`src/rtl/dmem_access_ctrl.sv`:
```
// Load/store controller for a word-wide DataMem.
// Handles byte/half/word access, sub-word read-modify-write and misalignment.
module dmem_access_ctrl #(
    parameter int ADDR_W          = 32,
    parameter bit ERR_ON_MISALIGN = 1'b1
) (
    input  logic              clk,
    input  logic              rst_n,
    input  logic              req_valid,
    output logic              req_ready,
    input  logic              req_we,
    input  logic [1:0]        req_size,
    input  logic              req_unsigned,
    input  logic [ADDR_W-1:0] req_addr,
    input  logic [31:0]       req_wdata,
    output logic              resp_valid,
    input  logic              resp_ready,
    output logic [31:0]       resp_rdata,
    output logic              resp_err,
    output logic [ADDR_W-1:0] mem_addrIn,
    output logic [31:0]       mem_dataW,
    input  logic [31:0]       mem_dataR,
    output logic              mem_memRW
);

    localparam logic [1:0] IDLE = 2'd0;
    localparam logic [1:0] RD   = 2'd1;
    localparam logic [1:0] WR   = 2'd2;
    localparam logic [1:0] RESP = 2'd3;

    logic [1:0]        state;
    logic              we_q;
    logic              uns_q;
    logic [1:0]        size_q;
    logic [ADDR_W-1:0] addr_q;
    logic [31:0]       wdata_q;
    logic [31:0]       rdata_q;
    logic              err_q;

    logic              misal;
    logic [1:0]        acc_size;
    logic [ADDR_W-1:0] acc_addr;
    logic [31:0]       shifted;
    logic [7:0]        b;
    logic [15:0]       h;
    logic [31:0]       load_val;
    logic [31:0]       merged;

    always_comb begin
        misal    = 1'b0;
        acc_size = req_size;
        acc_addr = req_addr;
        unique case (req_size)
            2'd0: misal = 1'b0;
            2'd1: misal = req_addr[0];
            2'd2: misal = (req_addr[1:0] != 2'b00);
            2'd3: misal = 1'b1;
        endcase
        // With errors disabled, the reserved size is handled as a word.
        if (!ERR_ON_MISALIGN) begin
            if (req_size == 2'd3) acc_size = 2'd2;
            if (acc_size == 2'd1) acc_addr[0] = 1'b0;
            if (acc_size == 2'd2) acc_addr[1:0] = 2'b00;
        end
    end

    always_comb begin
        shifted  = mem_dataR >> {addr_q[1:0], 3'b000};
        b        = shifted[7:0];
        h        = addr_q[1] ? mem_dataR[31:16] : mem_dataR[15:0];
        load_val = mem_dataR;
        merged   = mem_dataR;
        unique case (size_q)
            2'd0: begin
                load_val = uns_q ? {24'b0, b} : {{24{b[7]}}, b};
                merged[{addr_q[1:0], 3'b000} +: 8] = wdata_q[7:0];
            end
            2'd1: begin
                load_val = uns_q ? {16'b0, h} : {{16{h[15]}}, h};
                merged[{addr_q[1], 4'b0000} +: 16] = wdata_q[15:0];
            end
            default: begin
                load_val = mem_dataR;
                merged   = wdata_q;
            end
        endcase
    end

    always_ff @(posedge clk or negedge rst_n) begin
        if (!rst_n) begin
            state   <= IDLE;
            we_q    <= 1'b0;
            uns_q   <= 1'b0;
            size_q  <= 2'd0;
            addr_q  <= '0;
            wdata_q <= '0;
            rdata_q <= '0;
            err_q   <= 1'b0;
        end else begin
            unique case (state)
                IDLE: if (req_valid) begin
                    we_q    <= req_we;
                    uns_q   <= req_unsigned;
                    size_q  <= acc_size;
                    addr_q  <= acc_addr;
                    wdata_q <= req_wdata;
                    rdata_q <= '0;
                    err_q   <= 1'b0;
                    if (ERR_ON_MISALIGN && misal) begin
                        err_q <= 1'b1;
                        state <= RESP;
                    end else if (req_we && acc_size == 2'd2) begin
                        state <= WR;
                    end else begin
                        state <= RD;
                    end
                end
                RD: begin
                    if (we_q) begin
                        wdata_q <= merged;
                        state   <= WR;
                    end else begin
                        rdata_q <= load_val;
                        state   <= RESP;
                    end
                end
                WR: state <= RESP;
                RESP: if (resp_ready) state <= IDLE;
            endcase
        end
    end

    // Decoded from state so an async reset kills a pending write at once.
    assign req_ready  = (state == IDLE);
    assign resp_valid = (state == RESP);
    assign resp_rdata = rdata_q;
    assign resp_err   = err_q;
    assign mem_memRW  = (state == WR);
    assign mem_dataW  = (state == WR) ? wdata_q : 32'h0;
    assign mem_addrIn = (state == RD || state == WR) ?
                        {addr_q[ADDR_W-1:2], 2'b00} : '0;

endmodule

```
`config.mk`:
```
export PLATFORM = sky130hd
export DESIGN_NAME = dmem_access_ctrl
export DESIGN_NICKNAME = d
export VERILOG_FILES = /design/src/rtl/dmem_access_ctrl.sv
export SDC_FILE = /design/constraint.sdc
export NUM_CORES = 1
export LEC_CHECK = 0
export ABC_AREA = 1
export ABC_CLOCK_PERIOD_IN_PS = 4650
export BUFFER_PORTS_ARGS = -buffer_cell sky130_fd_sc_hd__buf_2
export CAP_MARGIN = 20
export CORE_MARGIN = 10
export CORE_UTILIZATION = 40
export DETAILED_ROUTE_END_ITERATION = 8
export PLACE_DENSITY = 0.65
export SLEW_MARGIN = 20
export SYNTH_ARGS = -nofsm -noshare
export SYNTH_HDL_FRONTEND = slang
export SYNTH_SLANG_ARGS = --single-unit
```
`constraint.sdc`:
```
create_clock -name clk -period 4.65 [get_ports clk]
set_clock_uncertainty 0.05 [all_clocks]
set_input_delay 0.93 -clock clk [delete_from_list [all_inputs] [get_ports clk]]
set_output_delay 0.93 -clock clk [all_outputs]
set_load 0.02 [all_outputs]
```
# Word level (Yosys, flattened, before mapping)
# Index checks and enable logic that the tools add are counted.
# W data, S select, Z words.
# word_totals
output_inout_bits,100
word_cells,61
reg_bits,103
# op_classes
reduce_logical,11
n_mux,23
n_eq_ne,12
n_addsub,2
shifts,5
# op_table
op,count
$mux W32,8
$pmux W32 S2,4
$bwmux W32,2
$shift A16 B7 Y32 const A,1
$shift A8 B7 Y32 const A,1
$shiftx A16 B7 Y32,1
$shiftx A8 B7 Y32,1
$shr A32 B5 Y8,1
$mux W16,1
$neg A5 Y7,2
$eq A2 B2 Y1 const B,4
$mux W2,4
$pmux W2 S4,1
$eq A2 B1 Y1 const B,3
$logic_not A2 Y1,3
$ne A2 B2 Y1 const B,3
$pmux W1 S4,1
$reduce_and A2 Y1,2
$reduce_and A4 Y1,1
$reduce_bool A2 Y1,2
$ne A3 B1 Y1 const B,1
$reduce_and A3 Y1,1
$mux W1,2
$ne A2 B1 Y1 const B,1
2 further kinds,2

# Depth between registers and ports, before layout
# Gate-level depths: netlist (run 1).
# depth
depth_word,6
depth_mapped,12

# Worst setup path before layout (run 1)
# Ideal clock, no wire load.
# synth_path
path_type,reg2out
startpoint,reg state[0]
endpoint,out mem_dataW[10]
setup_slack_ps,2224
required_time_ps,3670
arrival_time_ps,1446
n_path_buf,2
path_stages_with_launch,7
cell_sequence,dfrtp_1 > inv_1 > ha_1 > clkbuf_1 > clkbuf_1 > nand2_1 > inv_1
# synth_via
elab_chain_cells,2
# synth_lines
element,line_no,source
start: declaration,31,logic [1:0] state;
start signal: assignment,91,state <= IDLE;
start signal: assignment,111,state <= RESP;
start signal: assignment,113,state <= WR;
$eq A2 B2 Y1,-,
named net mem_memRW,23,output logic mem_memRW
$mux W32,139,assign mem_dataW = (state == WR) ? wdata_q : 32'h0;
end: declaration,21,"output logic [31:0] mem_dataW,"
# The timed path passes the listed nets, and every way through them passes these cells.

# Final worst setup path (run 1)
# layout_path
startpoint,reg state[0]
endpoint,out mem_addrIn[16]
# layout_via
elab_chain_cells,3
elab_cells_between_ends,4
cone_classes,eq/ne: 2; mux: 1; reduce/logical: 1
# layout_lines
element,line_no,source
$eq A2 B1 Y1 or $eq A2 B2 Y1 (tied branches),140,assign mem_addrIn = (state == RD || state == WR) ?
$logic_or A1 B1 Y1 *,140,
$mux W32 *,140,
end: declaration,20,"output logic [ADDR_W-1:0] mem_addrIn,"
# Every way passes the cells marked *; elsewhere a longest branch is shown, timed or not.

==> results.ini, run 1 <==
[outcome]
status=complete, no violations

[worst_setup_path]
cp-start-kind=flip-flop
critPathRequiredTime_ps=3670
crit_arrival_ps=2170
r2r_cells=5
r2r-start=state[0]$_DFFE_PN0P_
end_kind=output pin
r2r-end=uns_q$_DFFE_PN0P_
path_class=reg2out
critPathMaxFanout=31
regToRegSetupSlack_ps=1990

[routing]
ant_nets=0
initialDrtViolationCount=498
drt_wl_total_mm=21.7
drc=0
viasPerCell=4.84
wl_per_cell_um=15.8
firstDrtPassIters=7
vias=6643

[cts]
cts_tree=yes
ctsResizeCount=0
numCtsBuffers=9
worstSkewPairLatency_ps=370
htreeDepth=3
cts.path.max_buffers=2
cts_setup_buffers=0
cts.sinks=103
clkTransAtPathRegs_ps=70
cts-root-buf=clkbuf_16
cts_hold_buffers=0

[floorplanning]
die_w_um=147
die_h_um=147
rows=46
ios=204
start_util=0.408
design.core.area_um2=15900
dieArea_um2=21700

[sta]
fin_tns_setup_ps=0
period_needed_ps=3150
worst_pin_slew_ps=995
max_freq_ghz=0.317
finalSetupViolCount=0
period_share=0.678
finalMaxSlewViolations=0
finalHoldViolCount=0
rsz0062_at_grt=false
slew-limit-headroom=0.337

[cells_and_area]
finalNetCount=1263
final_util=0.494
synthToLayoutAreaGrowth_pct=21.1
num-fill-cells=1682
drive_above_1_share=0.220

[yosys]
ys_ff_latch=103
syn_area_um2=6470
synth_cell_types=31
ys_seq_area_frac=0.398
synth_area_per_cell_um2=6.58
yosysWarnings=0
netlist_instances=984

[grt]
antenna_found_initial=1
top_usage_layer=met2
grt_remaining_overflow=0
grt_pass1_vias=6587
gr-usage-met1=0.245
gr-usage-all-layers=0.197
grt_max_degree=72
use_met2=0.312
grt_pass1_wl_mm=34.7
met3_usage=0.0574

[worst_hold_path]
hp-class=reg2reg
min_to=resp_rdata[28]$_DFFE_PN0P_
hold_path_startpoint=resp_rdata[28]$_DFFE_PN0P_
hold_depth=2

[pwr]
power.leakage_nw=4.85
p_per_area_nw_per_um2=739
peakVddDrop_mv=0.496

[placed_design]
portBuffers=201
dp_hpwl_mm=16.4
place_congestion=0.942

[job]
max_cap_violations=0

[layer usage]
layer,wire length (um),part of all wire,vias to the layer above
met4,612,0.028,0
met2,9640,0.44,281
met5,0,0,-
li1,-,-,3348
met3,1890,0.087,38
met1,9580,0.44,2976
[sequential cells by signal (all words and copies together), names as in the netlist]
name / flops
resp_rdata: 32
wdata_q: 32
state: 2
uns_q: 1
we_q: 1
resp_err: 1
size_q: 2
addr_q: 32
[where the power goes]
part	internal [mW]	total [mW]	switching (mW)
logic	1.03	3.38	2.35
registers	1.31	1.59	0.283
clock network	0.452	0.821	0.369
[cells in the final DEF (no fill, tap or decap), drive strengths merged, types with 8 or more instances in the layout]
cell    netlist  final
dfrtp       103    103
a22oi         8      8
o21ai        45     45
nand3        34     34
buf          27    206
a21oi        52     52
o22ai        16     16
clkbuf       25     11
nand2       493    493
nor2         34     34
inv         114    115
ha            9      9
[per-stage QoR]
step / hold slack, ps / cells / area (um^2) / power, mW / setup WS, ps
global route: 450 / 1372 / 7840 / 6.32 / 1280
CTS: 431 / 1371 / 7830 / 5.83 / 1340
global placement: 410 / 1355 / 7510 / 4.95 / 1800
detailed placement: 412 / 1355 / 7510 / 4.99 / 1740
finish: 427 / 1373 / 7840 / 5.79 / 1500
floorplan: 399 / 985 / 6480 / 4.08 / 2220
[layout make-up]
cell class / count / area [um^2] / area share
inverters: 116 / 443 / 0.0565
clock inverters: 5 / 65.1 / 0.00830
diodes: 2 / 5.00 / 0.000638
flip-flops and latches: 103 / 2580 / 0.329
well taps: 216 / 270 / 0.0345
multi-input cells: 714 / 3180 / 0.406
clock buffers: 11 / 253 / 0.0322
repair buffers: 206 / 1050 / 0.133
[worst max path at each step]
stage	from	end	cells past startpoint
floorplan	state[0]$_DFFE_PN0P_	mem_dataW[10]	6
global placement	req_valid	we_q$_DFFE_PN0P_	4
detailed placement	state[0]$_DFFE_PN0P_	mem_dataW[27]	5
CTS	state[0]$_DFFE_PN0P_	mem_dataW[27]	5
global route	state[1]$_DFFE_PN0P_	mem_addrIn[16]	5
finish	state[0]$_DFFE_PN0P_	mem_addrIn[16]	5
[kinds of logic after synthesis]
kind of cell,synth area share
AOI/OAI and AO/OA,0.118
adders and majority gates,0.0174
DFF,0.398
buffers and inverters,0.112
other,0.000579
and+or+nand+nor,0.353
[worst max-delay path, stage by stage (launching register included)]
cell and delay [ps]:
dfrtp_1 390, inv_1 90, ha_1 950, nand2_1 140, inv_1 90, buf_2 160
[cell usage after synthesis]
cell type  instances  area [um^2]
inv_4              3         18.8
nand3_2            1         10.0
a22oi_1            8         60.1
buf_1              2         7.51
o21ai_4            2         32.5
o22ai_1           16          100
a21oi_1           52          260
nor2_1            26         97.6
buf_2             10         50.1
nor2_8             1         20.0
nand2_2            3         18.8
nand3_1           33          165
nor2_2             3         18.8
nor2_4             4         45.0
nor3b_1            1         7.51
nand2_4            3         33.8
inv_2              3         11.3
clkbuf_1          25         93.8
buf_6              5         56.3
o21ai_1            3         15.0
dfrtp_1          103         2580
clkinv_1           2         7.51
conb_1             1         3.75
nand2_1          487         1830
o21a_1             6         45.0
ha_1               9          113
buf_4             10         75.1
o21ai_0           40          200
inv_1            108          405
or2_2              7         43.8
o211ai_1           7         52.6
No activity file was read; power rests on OpenSTA's default activity.
==> run 2, diff against run 1 <==
--- a/config.mk
+++ b/config.mk
@@ -5,14 +5,14 @@
 export SDC_FILE = /design/constraint.sdc
 export NUM_CORES = 1
 export LEC_CHECK = 0
-export ABC_AREA = 1
-export ABC_CLOCK_PERIOD_IN_PS = 4650
+export ABC_AREA = 0
+export ABC_CLOCK_PERIOD_IN_PS = 2900
 export BUFFER_PORTS_ARGS = -buffer_cell sky130_fd_sc_hd__buf_2
 export CAP_MARGIN = 20
 export CORE_MARGIN = 10
 export CORE_UTILIZATION = 40
 export DETAILED_ROUTE_END_ITERATION = 8
-export PLACE_DENSITY = 0.65
+export PLACE_DENSITY = 0.68
 export SLEW_MARGIN = 20
 export SYNTH_ARGS = -nofsm -noshare
 export SYNTH_HDL_FRONTEND = slang
==> constraint.sdc (replaced) <==
create_clock -name clk -period 2.9 [get_ports clk]
set_clock_uncertainty 0.05 [all_clocks]
set_input_delay 0.58 -clock clk [delete_from_list [all_inputs] [get_ports clk]]
set_output_delay 0.58 -clock clk [all_outputs]
set_load 0.02 [all_outputs]
==> results.ini, run 2 <==
[cts]
cts_setup_buffers=0
cts.path.max_buffers=2
worstSkewPairLatency_ps=350
cts_hold_buffers=0
clkTransAtPathRegs_ps=80
numCtsBuffers=9
htreeDepth=3
cts.sinks=103
ctsResizeCount=0
cts-root-buf=clkbuf_16
cts_tree=yes

[yosys]
synth_edf_count=0
synthFlopType=dfrtp_1
ys_ff_latch=103
netlist_instances=585
synth_area_per_cell_um2=10.3
synth.top_cell.area_share=0.429
synth_area_leaders=dfrtp_1, mux2_2, and2_1, nand2b_1, a221o_1
syn_area_um2=6000
synth.most_common_cell=dfrtp_1
async_reset_ff_frac=1.00
synth_top_cell_by_area=dfrtp_1
yosysWarnings=0
synth_cell_types=56
ys_seq_area_frac=0.429
ys_top_cells_by_count=dfrtp_1, and2_1, mux2_2, nand2_1, nand2b_1

[routing]
ant_nets=0
vias=5292
firstDrtPassIters=5
drc=0
viasPerCell=5.53
initialDrtViolationCount=322
drt_wl_total_mm=20.8
wl_per_cell_um=21.7

[cells_and_area]
synthToLayoutAreaGrowth_pct=23.6
drive_above_1_share=0.390
mostFrequentLayoutCells=buf_2, dfrtp_1, and2_1
num-fill-cells=1396
final_common_cell=buf_2
finalNetCount=880

[sta]
worst_pin_slew_ps=692
period_share=0.896
finalHoldViolCount=0
setup_ws_ps=303
finalSetupViolCount=0
slew-limit-headroom=0.538
max_freq_ghz=0.385
period_needed_ps=2600
fin_tns_setup_ps=0
finalMaxSlewViolations=0
rsz0062_at_grt=false

[floorplanning]
dieArea_um2=20300
design.core.area_um2=14600
die_w_um=142
start_util=0.410
die_h_um=142
ios=204
rows=44

[worst_setup_path]
cp-start-kind=flip-flop
critPathMaxFanout=31
cp_cell_sequence=inv_1 -> ha_1 -> and2_1 -> buf_2
path_class=reg2out
end_kind=output pin
crit_arrival_ps=1970
cp_slowest_cell=ha_1
critPathRequiredTime_ps=2270
critPathMaxStageDelay_ps=740
cp.buffers_inverters=2
crit_family=adder cells

[grt]
grt_max_degree=52
met3_usage=0.0761
gr-usage-all-layers=0.202
grt_pass1_vias=5718
gr-usage-met1=0.255
grt_pass1_wl_mm=32.3
antenna_found_initial=3
top_usage_layer=met2
use_met2=0.304
grt_remaining_overflow=0

[worst_hold_path]
hp-class=in2async

[placed_design]
place_congestion=0.901
portBuffers=201
dp_slack_ps=509
dp_hpwl_mm=16.0

[pwr]
power.leakage_nw=3.59
p_per_area_nw_per_um2=1270
power.total_mw=9.43
peakVddDrop_mv=0.639

[job]
max_cap_violations=0

[outcome]
status=complete, no violations

==> run 2: cell count changes in the layout (fill, tap and decap cells not counted), sizes merged, moves of 29 or more <==
| cell | before | now |
|---|---|---|
| nand2 | 493 | 42 |
| and2 | 0 | 63 |
| nand2b | 0 | 29 |
| inv | 115 | 11 |
| a21oi | 52 | 22 |
| mux2 | 0 | 52 |
==> run 2: final cells by class <==
cell class	instances	area, um^2	area share
timing repair buffer	219	1160	0.156
clock buffer	10	239	0.0322
antenna	1	2.50	0.000337
tap	184	230	0.0310
inverter	8	30.0	0.00405
multi-input combinational	426	3130	0.422
clock inverter	6	50.0	0.00675
sequential	103	2580	0.347
==> run 2: metal layers <==
layer  up-vias  wire [um]  share of wire
met1      2527       8900           0.43
li1       2473          -              -
met5         -         22         0.0011
met2       248       9150           0.44
met3        40       2100           0.10
met4         4        628          0.030
==> run 2: worst paths after layout <==
check | depth (start not counted) | slack [ps] | to | startpoint
max | 4 | 300 | mem_addrIn[10] | state[1]$_DFFE_PN0P_
min | 1 | 150 | wdata_q[3]$_DFFE_PN0P_ | rst_n
max reg2reg | 8 | 490 | wdata_q[16]$_DFFE_PN0P_ | state[1]$_DFFE_PN0P_
min reg2reg | 2 | 430 | resp_err$_DFFE_PN0P_ | resp_err$_DFFE_PN0P_
max in group asynchronous | 2 | 1980 | addr_q[14]$_DFFE_PN0P_ | rst_n
min in group clk | 2 | 410 | addr_q[22]$_DFFE_PN0P_ | req_addr[22]
==> run 2: report_power, final <==
| part | total, mW | switching [mW] | leakage, nW | internal [mW] |
|---|---|---|---|---|
| Combinational | 5.48 | 3.23 | 2.21 | 2.25 |
| Sequential | 2.76 | 0.612 | 1.25 | 2.15 |
| Clock | 1.19 | 0.568 | 0.136 | 0.617 |
==> run 2: logic make-up after synthesis <==
family                     Yosys count  share of synthesized area
AOI/OAI and AO/OA                  142                      0.182
other                                1                   0.000625
buffers and inverters               57                     0.0492
adders and majority gates            9                     0.0188
and+or+nand+nor                    209                      0.199
DFF                                103                      0.429
muxes                               64                      0.120
==> run 2: stage by stage <==
stage	util	std cells	hold slack [ps]	instance area, um^2
CTS	0.506	956	156	7420
detailed placement	0.487	940	419	7130
global placement	0.487	940	417	7130
floorplan	-	586	234	6010
finish	0.507	957	146	7420
global route	0.506	956	177	7420
==> run 3, diff against run 2 <==
--- a/config.mk
+++ b/config.mk
@@ -6,13 +6,13 @@
 export NUM_CORES = 1
 export LEC_CHECK = 0
 export ABC_AREA = 0
-export ABC_CLOCK_PERIOD_IN_PS = 2900
+export ABC_CLOCK_PERIOD_IN_PS = 2920
 export BUFFER_PORTS_ARGS = -buffer_cell sky130_fd_sc_hd__buf_2
 export CAP_MARGIN = 20
 export CORE_MARGIN = 10
 export CORE_UTILIZATION = 40
 export DETAILED_ROUTE_END_ITERATION = 8
-export PLACE_DENSITY = 0.68
+export PLACE_DENSITY = 0.66
 export SLEW_MARGIN = 20
 export SYNTH_ARGS = -nofsm -noshare
 export SYNTH_HDL_FRONTEND = slang
==> constraint.sdc (replaced) <==
create_clock -name clk -period 2.92 [get_ports clk]
set_clock_uncertainty 0.05 [all_clocks]
set_input_delay 0.584 -clock clk [delete_from_list [all_inputs] [get_ports clk]]
set_output_delay 0.584 -clock clk [all_outputs]
set_load 0.02 [all_outputs]
==> results.ini, run 3 (same netlist as run 2, synthesis figures left out) <==
[cells_and_area]
final_util=0.506
final_common_cell=buf_2
mostFrequentLayoutCells=buf_2, dfrtp_1, and2_1
finalNetCount=879
drive_above_1_share=0.389
num-fill-cells=1363
synthToLayoutAreaGrowth_pct=23.5

[pwr]
power.leakage_nw=3.59
p_per_area_nw_per_um2=1260
sw_frac_of_total=0.467
power.total_mw=9.34
peakVddDrop_mv=0.601
pwr-share-comb=0.582
pwr-share-clk=0.127
p_switching_mw=4.36
p_seq_frac=0.292
intPower_mw=4.98

[routing]
top_layer_used=met5
wl_per_cell_um=21.5
drc=0
initialDrtViolationCount=378
met3_length_mm=2.22
drt_wl_total_mm=20.6
ant_nets=0
firstDrtPassIters=6
wl_met1_mm=8.45
route.met2.wl_mm=9.51
viasPerCell=5.53
vias=5289

[worst_setup_path]
r2r-start=addr_q[0]$_DFFE_PN0P_
crit_arrival_ps=2000
critPathRequiredTime_ps=2290
path_class=reg2out
cp-startpoint=state[1]$_DFFE_PN0P_
end_kind=output pin
cp-start-kind=flip-flop
critPathMaxFanout=31

[cts]
cts_setup_buffers=0
ctsResizeCount=0
cts_tree=yes
cts.sinks=103
cts.path.max_buffers=2
cts_hold_buffers=0
worstSkewPairLatency_ps=350
cts-root-buf=clkbuf_16
numCtsBuffers=9
clkTransAtPathRegs_ps=70
htreeDepth=3

[grt]
grt_pass1_vias=5463
grt_max_degree=70
antenna_found_initial=2
grt_remaining_overflow=0
grt_pass1_wl_mm=30.9
gr-usage-all-layers=0.194

[floorplanning]
start_util=0.410
dieArea_um2=20300
die_h_um=142
ios=204
die_w_um=142
design.core.area_um2=14600
rows=44

[sta]
whs_ps=127
period_needed_ps=2630
slew-limit-headroom=0.519
max_freq_ghz=0.380
fin_tns_setup_ps=0
finalSetupViolCount=0
worst_pin_slew_ps=721
finalHoldViolCount=0
rsz0062_at_grt=false
finalMaxSlewViolations=0
period_share=0.901

[placed_design]
portBuffers=201
dp_hpwl_mm=15.8
place_congestion=0.910

[outcome]
status=complete, no violations

[worst_hold_path]
hp-class=in2async

[job]
max_cap_violations=0

## run 3: cell types whose count changed in the layout (fill, tap and decap cells not counted), sizes merged
cell      change
buf           -1
clkinvlp      -1
inv           +1
## run 3: path summary, 6_finish.rpt
check,to,slack (ps),depth (start not counted)
setup reg to reg,wdata_q[31]$_DFFE_PN0P_,600,6
hold reg to reg,resp_rdata[2]$_DFFE_PN0P_,440,2
hold / removal,wdata_q[10]$_DFFE_PN0P_,130,1
max in group asynchronous,addr_q[30]$_DFFE_PN0P_,1950,2
setup / recovery,mem_addrIn[20],290,4
min in group clk,addr_q[8]$_DFFE_PN0P_,410,2
## run 3: worst max-delay path, cell delays in order (launching register included)
cell	delay, ps
dfrtp_1	410
inv_1	80
ha_1	750
and2_1	230
buf_2	170
## run 3: metrics by stage
stage / instances / setup slack, ps / area, um^2
3_3_place_gp: 939 / 702 / 7120
6_report: 956 / 288 / 7410
3_5_place_dp: 939 / 611 / 7120
2_1_floorplan: 586 / 842 / 6010
4_1_cts: 955 / 226 / 7410
5_1_grt: 956 / 114 / 7410
## run 3: final cells by class
type | instances | area [um^2] | share of cell area
diodes | 1 | 2.50 | 0.000338
clock buffers | 10 | 239 | 0.0322
clock inverters | 6 | 50.0 | 0.00675
inverters | 8 | 30.0 | 0.00405
multi-input cells | 426 | 3130 | 0.423
flip-flops and latches | 103 | 2580 | 0.348
well taps | 184 | 230 | 0.0311
repair buffers | 218 | 1150 | 0.155
## run 3: metal layers
layer | track usage | vias up
li1 | - | 2467
met2 | 0.310 | 247
met4 | 0.0543 | 2
met5 | 0 | -
met3 | 0.0818 | 26
met1 | 0.236 | 2547
## run 3: power groups by stage
stage / clock, mW / sequential [mW] / combinational, mW
global route: 1.27 / 2.80 / 5.89
finish: 1.18 / 2.73 / 5.43
detailed placement: 0 / 2.75 / 5.45
CTS: 1.22 / 2.72 / 5.47
floorplan: 0 / 2.71 / 3.78
global placement: 0 / 2.72 / 5.33
